===== config.mk =====
export PLATFORM = sky130hd
export DESIGN_NAME = avb_cmd_master
export DESIGN_NICKNAME = d
export VERILOG_FILES = /design/src/rtl/avb_cmd_master.sv
export SDC_FILE = /design/constraint.sdc
export NUM_CORES = 1
export LEC_CHECK = 0
export ABC_AREA = 1
export BUFFER_PORTS_ARGS = -buffer_cell sky130_fd_sc_hd__buf_2
export CAP_MARGIN = 25
export CORE_ASPECT_RATIO = 1.25
export CORE_MARGIN = 8
export CORE_UTILIZATION = 48
export CTS_CLUSTER_SIZE = 14
export DETAILED_ROUTE_END_ITERATION = 8
export HOLD_SLACK_MARGIN = 0.1
export MAX_ROUTING_LAYER = met4
export PLACE_DENSITY = 0.8
export SLEW_MARGIN = 30
export SYNTH_ARGS = -nofsm -noshare
export SYNTH_HDL_FRONTEND = slang
export SYNTH_SLANG_ARGS = --single-unit

===== constraint.sdc =====
create_clock -name clock -period 2.3 [get_ports clock]
set_input_delay 0.23 -clock clock [delete_from_list [all_inputs] [get_ports clock]]
set_output_delay 0.23 -clock clock [all_outputs]
set_load 0.02 [all_outputs]

===== src/rtl/avb_cmd_master.sv =====
// avb_cmd_master: Avalon-MM initiator that turns one PL-side command into a single
// Avalon read or write transfer. It handles waitrequest stalls, waits for
// readdatavalid and abandons the transfer after a timeout. It then returns one
// response over a valid/ready handshake. Only one command is outstanding at a time.
//
// Ports
//   clock, resetn                    clock; synchronous active-low reset
//   cmd_valid/cmd_ready              command handshake (cmd_ready is combinational)
//   cmd_write/address/writedata/byteenable   command payload
//   rsp_valid/rsp_ready              response handshake
//   rsp_readdata, rsp_error          read data (0 for writes/timeouts), timeout flag
//   timeout_count                    saturating count of timeouts since reset
//   avb_*                            Avalon-MM initiator signals
module avb_cmd_master #(
    parameter int unsigned TIMEOUT = 1024,
    parameter int unsigned TO_W    = 16
) (
    input  logic        clock,
    input  logic        resetn,
    input  logic        cmd_valid,
    output logic        cmd_ready,
    input  logic        cmd_write,
    input  logic [31:0] cmd_address,
    input  logic [31:0] cmd_writedata,
    input  logic [3:0]  cmd_byteenable,
    output logic        rsp_valid,
    input  logic        rsp_ready,
    output logic [31:0] rsp_readdata,
    output logic        rsp_error,
    output logic [7:0]  timeout_count,
    output logic [31:0] avb_address,
    output logic [3:0]  avb_byteenable,
    output logic [31:0] avb_writedata,
    output logic        avb_read,
    output logic        avb_write,
    input  logic [31:0] avb_readdata,
    input  logic        avb_readdatavalid,
    input  logic        avb_waitrequest
);

    localparam logic [TO_W-1:0] TO_LAST = TO_W'(TIMEOUT - 1);

    typedef enum logic [1:0] {
        S_IDLE    = 2'd0,
        S_REQ     = 2'd1,
        S_WAIT_RD = 2'd2,
        S_RESP    = 2'd3
    } state_t;

    state_t          state;
    logic [TO_W-1:0] counter;

    // Only the idle state accepts a command; held low while reset is asserted.
    assign cmd_ready = (state == S_IDLE) & resetn;

    // Transfer sequencer; every output except cmd_ready is a register here.
    always_ff @(posedge clock) begin
        if (!resetn) begin
            state          <= S_IDLE;
            counter        <= '0;
            rsp_valid      <= 1'b0;
            rsp_readdata   <= '0;
            rsp_error      <= 1'b0;
            timeout_count  <= '0;
            avb_address    <= '0;
            avb_byteenable <= '0;
            avb_writedata  <= '0;
            avb_read       <= 1'b0;
            avb_write      <= 1'b0;
        end else begin
            case (state)
                S_IDLE: begin
                    if (cmd_valid) begin
                        avb_address    <= cmd_address;
                        avb_byteenable <= cmd_byteenable;
                        avb_writedata  <= cmd_writedata;
                        avb_write      <= cmd_write;
                        avb_read       <= ~cmd_write;
                        counter        <= '0;
                        state          <= S_REQ;
                    end
                end

                S_REQ: begin
                    // A write completes at acceptance, so it beats a coincident timeout.
                    // Read acceptance is not a completion.
                    if (!avb_waitrequest && avb_write) begin
                        avb_write    <= 1'b0;
                        rsp_readdata <= '0;
                        rsp_error    <= 1'b0;
                        state        <= S_RESP;
                    end else if (counter == TO_LAST) begin
                        avb_read     <= 1'b0;
                        avb_write    <= 1'b0;
                        rsp_readdata <= '0;
                        rsp_error    <= 1'b1;
                        if (timeout_count != 8'hFF) begin
                            timeout_count <= timeout_count + 8'd1;
                        end
                        state        <= S_RESP;
                    end else begin
                        counter <= counter + TO_W'(1);
                        if (!avb_waitrequest) begin
                            avb_read <= 1'b0;
                            state    <= S_WAIT_RD;
                        end
                    end
                end

                S_WAIT_RD: begin
                    if (avb_readdatavalid) begin
                        rsp_readdata <= avb_readdata;
                        rsp_error    <= 1'b0;
                        state        <= S_RESP;
                    end else if (counter == TO_LAST) begin
                        rsp_readdata <= '0;
                        rsp_error    <= 1'b1;
                        if (timeout_count != 8'hFF) begin
                            timeout_count <= timeout_count + 8'd1;
                        end
                        state        <= S_RESP;
                    end else begin
                        counter <= counter + TO_W'(1);
                    end
                end

                S_RESP: begin
                    // Payload settles one cycle before rsp_valid rises.
                    if (!rsp_valid) begin
                        rsp_valid <= 1'b1;
                    end else if (rsp_ready) begin
                        rsp_valid <= 1'b0;
                        state     <= S_IDLE;
                    end
                end

                default: state <= S_IDLE;
            endcase
        end
    end

endmodule


# Yosys cells after proc, flatten, opt, wreduce, memory -nomap -nowiden
# Index checks and enable logic that the tools add are counted.
dict set report totals {
  word_cells 79
  in_bits 107
  out_inout_bits 113
  ff_bits 130
}
dict set report classes {
  add_sub_neg 2
  bitwise_logic 2
  n_reduce_logical 12
  n_mux 38
  n_eq_ne 14
}
# cell count
set op_table {}
lappend op_table {{$mux 32} 3}
lappend op_table {{$mux 16} 4}
lappend op_table {{$pmux 32 s2} 1}
lappend op_table {{$pmux 16 s3} 1}
lappend op_table {{$mux 8} 4}
lappend op_table {{$add 16x1->16 const B} 1}
lappend op_table {{$eq 16x10->1 const B} 1}
lappend op_table {{$mux 2} 8}
lappend op_table {{$pmux 8 s2} 1}
lappend op_table {{$mux 1} 12}
lappend op_table {{$ne 2x2->1 const B} 5}
lappend op_table {{$ne 3x3->1 const B} 3}
lappend op_table {{$add 8x1->8 const B} 1}
lappend op_table {{$ne 8x8->1 const B} 1}
lappend op_table {{$pmux 2 s4} 1}
lappend op_table {{$reduce_and 4->1} 2}
lappend op_table {{$pmux 1 s2} 3}
lappend op_table {{$reduce_and 3->1} 2}
lappend op_table {{$reduce_and 5->1} 1}
lappend op_table {{$eq 2x2->1 const B} 2}
lappend op_table {{$ne 4x4->1 const B} 1}
lappend op_table {{$reduce_bool 2->1} 2}
lappend op_table {{$reduce_bool 3->1} 1}
lappend op_table {{$eq 2x1->1 const B} 1}
lappend op_table {{other kinds (6)} 6}

# Longest topological paths before layout
# Gate-level depths: netlist of run 1.
dict set report depth {
  ltp_word 5
  mapped_depth 11
  ltp_nobuf 11
}

# Worst setup path after synthesis of run 1
# Ideal clock, no wire load.
dict set report synth_path {
  kind {register to register}
  startpoint {reg state[0]}
  endpoint {reg counter[11]}
  setup_ns 0.113
  n_path_buf 1
  slack_ns 0.689
  required_time_ns 2.187
  t_arrival_ns 1.498
  path_stages_with_launch 10
  synth_period_minus_slack_ns 1.611
  path_cell_list {dfxtp_1 inv_1 ha_1 nand2_1 nand2_1 nor2_1 buf_2 nand4_1 nor2_1 nor2_1}
}
dict set report synth_between {
  elab_chain_cells 3
  word_cells_on_any_way 9
  classes_between {5 x eq/ne; 1 x mux; 3 x reduce/logical}
}
# item line_no
set synth_rtl {}
lappend synth_rtl {{from (decl)} 50} ;# state_t state;
lappend synth_rtl {{from (signal assigned)} 59} ;# state <= S_IDLE;
lappend synth_rtl {{from (signal assigned)} 80} ;# state <= S_REQ;
lappend synth_rtl {{from (signal assigned)} 91} ;# state <= S_RESP;
lappend synth_rtl {{$eq 2x1->1, or another cell as far along} 71} ;# case (state)
lappend synth_rtl {{$ne 2x2->1 (no source line) / $reduce_bool 3->1 (equally long branches)} -}
lappend synth_rtl {{$reduce_and 4->1 (no source line)} -}
lappend synth_rtl {{to (signal assigned)} 102} ;# counter <= counter + TO_W'(1);
lappend synth_rtl {{to (signal assigned)} 123} ;# counter <= counter + TO_W'(1);
lappend synth_rtl {{to (decl)} 51} ;# logic [TO_W-1:0] counter;
# Several ways; a longest one is shown, not always the timed one.
# A chain may end at the register's enable or synchronous reset.

# Final worst setup path of run 1
dict set report layout_path {
  startpoint {reg state[0]}
  endpoint {reg rsp_readdata[20]}
}
dict set report layout_between {
  elab_chain_cells 2
  word_cells_on_any_way 4
  classes_between {2 x eq/ne; 1 x mux; 1 x reduce/logical}
}
# item line_no
set layout_rtl {}
lappend layout_rtl {{$eq 2x2->1 / $eq 2x1->1 (equally long branches)} 71}
lappend layout_rtl {{$pmux 32 s2 / $reduce_bool 2->1 (equally long branches)} -}
lappend layout_rtl {{to (signal assigned)} 112} ;# rsp_readdata <= avb_readdata;
lappend layout_rtl {{to (decl)} 28} ;# output logic [31:0] rsp_readdata,
# Several ways; a longest one is shown, not always the timed one.

==> flow_summary.toml, run 1 <==
[outcome]
status = "complete, no violations"

[sta]
setup_tns_ps = 0
tightest_slew_ps = 495
drv_slew = 0
finalCritPeriodShare_pct = 92.4
finalHoldViolCount = 0
final-setup-viol-count = 0
fin_worst_skew_ps = 9.53
rsz0062_at_grt = "no"
relSlewSlack_pct = 66.8
timing.fmax_mhz = 471
finalCriticalPeriod_ps = 2120

[place]
io_buffers = 219
dpl-instance-area_mm2 = 0.00652
dp_hpwl_mm = 11.1
dp_cells = 1072
finalWeightedCongestion = 0.863

[cts]
htree_levels = 4
cts_tree = "done"
cts_buffers = 17
clk_latency_ps = 420
cts_root_buf = "clkbuf_16"
clock_path_buffers = 2
cts.sinks = 130
path_clk_slew_ps = 60

[yosys]
synth.distinct_cells = 28
ys_seq_elements = 130
async_flop_share_pct = 0
synthCells = 747
syn-cell-area_mm2 = 0.00532
synth-edff-count = 0
seq_area_frac_synth_pct = 48.9
syn_nets = 862
avgSynthCellArea_um2 = 7.12
synth-main-ff-cell = "dfxtp_1"
synth_warnings = 0

[power]
irDropWorstVdd_v = 0.000990
power.density_mw_per_mm2 = 1060
p_leak_nw = 3.81

[worst_setup_path]
cp.arrival_ps = 2440
worst-setup-path-type = "flip-flop to flip-flop"
endpoint_kind = "flip-flop"
crit_fanout = 32
worst-endpoint-required_ps = 2620
setup.worst_path.start_class = "flip-flop"

[global_route]
grt_max_degree = 70
grtUsageTotal_pct = 26.7
grt_pass1_wl_mm = 30.1
grt_pass1_vias = 6129
overflow = 0
antenna_found_initial = 1

[layout]
finalInstanceArea_mm2 = 0.00809
area_delta_synth_final_pct = 51.9
final_cells = 1198
drive_above_1_share_pct = 25.8
nets = 1165

[detailed_routing]
drtAntennaViolNets = 0
vias = 6211
drt-wirelength-per-cell_um = 16.3
firstDrtPassIters = 7
viasPerCell = 5.18
drc_errors = 0
drt_iter0_drc = 492
wirelength_mm = 19.5

[floorplan]
io_pins = 220
rows = 43
coreArea_mm2 = 0.0110
start_util_pct = 48.5
die_w_um = 110
die_y_um = 134
dieArea_mm2 = 0.0147

[min_path]
hp-class = "input port to flip-flop"

[job]
drv_cap = 0
[per-stage QoR]
stage | hold slack (ps) | setup slack [ps] | utilization, % | power, W
after floorplan | 377 | 689 | - | 0.00462
after global placement | 437 | 414 | 59.4 | 0.00542
after detailed placement | 447 | 337 | 59.4 | 0.00546
after CTS | 102 | 248 | 73.6 | 0.00841
after global routing | 107 | 61.4 | 73.7 | 0.00897
final | 126 | 176 | 73.7 | 0.00854
[cells in the final DEF (no fill, tap or decap), types with 4 or more instances in the layout]
cell             n
nand2_1        161
nand2_2          4
dlygate4sd3_1   94
o21ai_0         70
dfxtp_1        130
nor2_1         184
inv_1           37
a21oi_1         52
clkbuf_16       17
buf_2          219
inv_2            6
o21ai_1          8
nand4_1          9
nand3_1         23
buf_4            4
ha_1             8
[kinds of logic after synthesis]
family,after synthesis,synth area share [%]
AO/OA/AOI/OAI,131,12.4
flip-flops,130,48.9
XOR/XNOR,3,0.494
AND/OR/NAND/NOR,394,30.2
adder cells (fa/ha/maj),8,1.88
buffers and inverters,81,6.11
[critical path: stages, from the launching register on]
cell and delay [ps]:
dfxtp_1 400, inv_1 140, ha_1 440, inv_1 190
nor2_2 130, buf_4 320, nand2_1 150, a21oi_1 260
[cell usage after synthesis (3+ instances only)]
library cell | count | area (µm²)
dfxtp_1 | 130 | 2600
buf_2 | 11 | 55.1
nor3_1 | 3 | 15.0
clkbuf_1 | 23 | 86.3
inv_2 | 6 | 22.5
nand3b_1 | 3 | 22.5
ha_1 | 8 | 100
inv_1 | 37 | 139
a21oi_1 | 52 | 260
nand2_2 | 3 | 18.8
nor2_1 | 184 | 691
nand2_1 | 162 | 608
nand4_1 | 9 | 56.3
o21ai_0 | 70 | 350
o21ai_1 | 8 | 40.0
nand3_1 | 23 | 115
[worst paths after layout]
path / start / to / slack [ps] / cells past startpoint
max reg2reg: state[0]$_SDFFE_PN0P_ / rsp_readdata[20]$_SDFFE_PN0P_ / 180 / 7
min: rsp_ready / rsp_valid$_SDFFE_PN0N_ / 130 / 4
min reg2reg: rsp_error$_SDFFE_PN0P_ / rsp_error$_SDFFE_PN0P_ / 450 / 2
max: state[0]$_SDFFE_PN0P_ / rsp_readdata[20]$_SDFFE_PN0P_ / 180 / 7
[per-layer routing]
metal	share of wire, %	track usage, %
met1	38	28.9
met2	48	43.1
met3	9.9	9.57
met4	3.1	11.2
met5	0	-
[state kept, by name (all words and copies together) (netlist names)]
signal / count
state: 2
rsp_readdata: 32
avb_writedata: 32
rsp_valid: 1
avb_address: 32
avb_write: 1
rsp_error: 1
avb_byteenable: 4
timeout_count: 8
counter: 16
avb_read: 1
[power by group]
| part | switching (W) | internal, W |
|---|---|---|
| sequential | 0.000240 | 0.00265 |
| clock | 0.00102 | 0.00179 |
| combinational | 0.00191 | 0.000921 |
[area by class of cell]
type                    instances  area [µm²]
multi-input cells             536        2400
inverters                      45         171
clock buffers                  20         467
fillers                       758        2890
repair buffers                320        2130
clock inverters                11         150
well taps                     135         169
flip-flops and latches        130        2600
diodes                          1        2.50
[timing repair]
action                     in CTS  in global routing
hold buffers                   94                  0
setup endpoints to repair       0                  1
setup buffers                   0                  0
gates resized for setup         0                  2
hold endpoints to repair       94                  0
Note: power is estimated with default switching activity, not from simulation.
==> run 2, diff against run 1 <==
CTS_BUF_LIST = sky130_fd_sc_hd__clkbuf_16   (was default)
SLEW_MARGIN = 20   (was 30)
==> run 2 against run 1 <==
Clock power down 4%. Maximum frequency is 1.1% higher. Die area stayed put. Critical endpoint unchanged. Setup slack improved by 24 ps. Sequential cell count stayed put. Clock skew grew 3.1 ps. Global-route usage about the same. Clock-buffer cell count shrank 3. Via count is 0.21% higher. Final cell count about the same. Register-to-register slack improved by 20 ps. First-iteration DRC count down 4.3%.
==> flow_summary.toml, run 2 (synthesized netlist as in run 1, its figures left out) <==
[sta]
timing.fmax_mhz = 476
timing.hold.ws_ps = 113
drv_slew = 0
relSlewSlack_pct = 67.2
setup_tns_ps = 0
fin_worst_skew_ps = 12.7
finalCritPeriodShare_pct = 91.3
finalHoldViolCount = 0
finalCriticalPeriod_ps = 2100
final-setup-viol-count = 0
rsz0062_at_grt = "no"
tightest_slew_ps = 488

[detailed_routing]
firstDrtPassIters = 5
viasPerCell = 5.19
wirelength_mm = 19.6
vias = 6224
drt_iter0_drc = 471
drtAntennaViolNets = 0
drc_errors = 0
drt-wirelength-per-cell_um = 16.3

[cts]
cts_setup_buffers = 0
cts_buffers = 17
clk_latency_ps = 420
cts_root_buf = "clkbuf_16"
htree_levels = 4
cts_tree = "done"
clock_path_buffers = 2
cts.sinks = 130
path_clk_slew_ps = 60

[worst_setup_path]
worst-setup-path-type = "flip-flop to flip-flop"
worst-endpoint-required_ps = 2620
endpoint_kind = "flip-flop"
setup.worst_path.start_class = "flip-flop"
cp.arrival_ps = 2420
crit_fanout = 32

[power]
finalPower_w = 0.00843
p_leak_nw = 3.80
power.density_mw_per_mm2 = 1050
irDropWorstVdd_v = 0.000960

[floorplan]
dieArea_mm2 = 0.0147
rows = 43
die_y_um = 134
io_pins = 220
coreArea_mm2 = 0.0110
start_util_pct = 48.5
die_w_um = 110

[layout]
drive_above_1_share_pct = 25.5
largestRegisters = "avb_address x32, avb_writedata x32, rsp_readdata x32"
final_cell_mix = "219 x buf_2, 184 x nor2_1, 161 x nand2_1"
final_common_cell = "buf_2"
nFillCells = 750
nets = 1166
area_delta_synth_final_pct = 51.6
finish.utilization_pct = 73.5

[outcome]
status = "complete, no violations"

[global_route]
grtUsageTotal_pct = 26.7
grt_pass1_vias = 6240
overflow = 0
grt_pass1_wl_mm = 30.2
antenna_found_initial = 1
grt_max_degree = 70

[place]
dp_hpwl_mm = 11.1
io_buffers = 219
finalWeightedCongestion = 0.863

[min_path]
hp-class = "input port to flip-flop"

[job]
drv_cap = 0
-- run 2: cell count changes in the layout (fill, tap and decap cells not counted), sizes merged --
cell         change
clkbuf           -3
clkinv           +3
dlygate4sd3      +1
-- run 2: final timing paths --
| path | startpoint | to | slack [ps] | cells past startpoint |
|---|---|---|---|---|
| worst max register to register | state[0]$_SDFFE_PN0P_ | rsp_readdata[20]$_SDFFE_PN0P_ | 200 | 7 |
| worst max-delay path | state[0]$_SDFFE_PN0P_ | rsp_readdata[20]$_SDFFE_PN0P_ | 200 | 7 |
| worst min-delay path | cmd_writedata[28] | avb_writedata[28]$_SDFFE_PN0P_ | 110 | 3 |
| worst min register to register | rsp_error$_SDFFE_PN0P_ | rsp_error$_SDFFE_PN0P_ | 450 | 2 |
-- run 2: report_power, final --
| group | internal [W] | total [W] | leakage, nW | switching [W] |
|---|---|---|---|---|
| Sequential | 0.00265 | 0.00289 | 1.06 | 0.000239 |
| Clock | 0.00169 | 0.00270 | 0.282 | 0.00101 |
| Combinational | 0.000922 | 0.00284 | 2.45 | 0.00191 |
| Total | 0.00527 | 0.00843 | 3.80 | 0.00316 |
-- run 2: final cells by class --
type | count | area [µm²] | area share (%)
well taps | 135 | 169 | 2.09
flip-flops and latches | 130 | 2600 | 32.3
clock buffers | 17 | 425 | 5.27
clock inverters | 14 | 161 | 2.00
inverters | 45 | 171 | 2.13
multi-input cells | 536 | 2400 | 29.7
diodes | 1 | 2.50 | 0.0310
repair buffers | 321 | 2140 | 26.5
-- run 2: critical path, stage by stage (launching register included) --
cell and delay, ps:
dfxtp_1 400, inv_1 140, ha_1 440, inv_1 180, nor2_2 130, buf_4 310
nand2_1 150, a21oi_1 250
-- run 2: timing repair --
item / 4_1_cts / 5_1_grt
gates resized for setup: 0 / 2
endpoints found under the setup margin: 0 / 1
endpoints found under the hold margin: 95 / 0
hold buffers: 95 / 0
-- run 2: stage by stage --
stage,area [µm²],instances,worst slack [ps]
detailed placement,6520,1072,337
global placement,6520,1072,414
CTS,8060,1198,247
floorplan,5320,747,689
global route,8070,1199,59.8
finish,8070,1199,199
-- run 2: routing by layer --
layer  global-route usage (%)  part of all wire [%]  up-vias
met1                     28.9                    38     2818
met5                        -                     0        -
met3                     9.57                    11       61
li1                         -                     -     2985
met4                     14.5                   3.9        0
met2                     41.7                    48      360
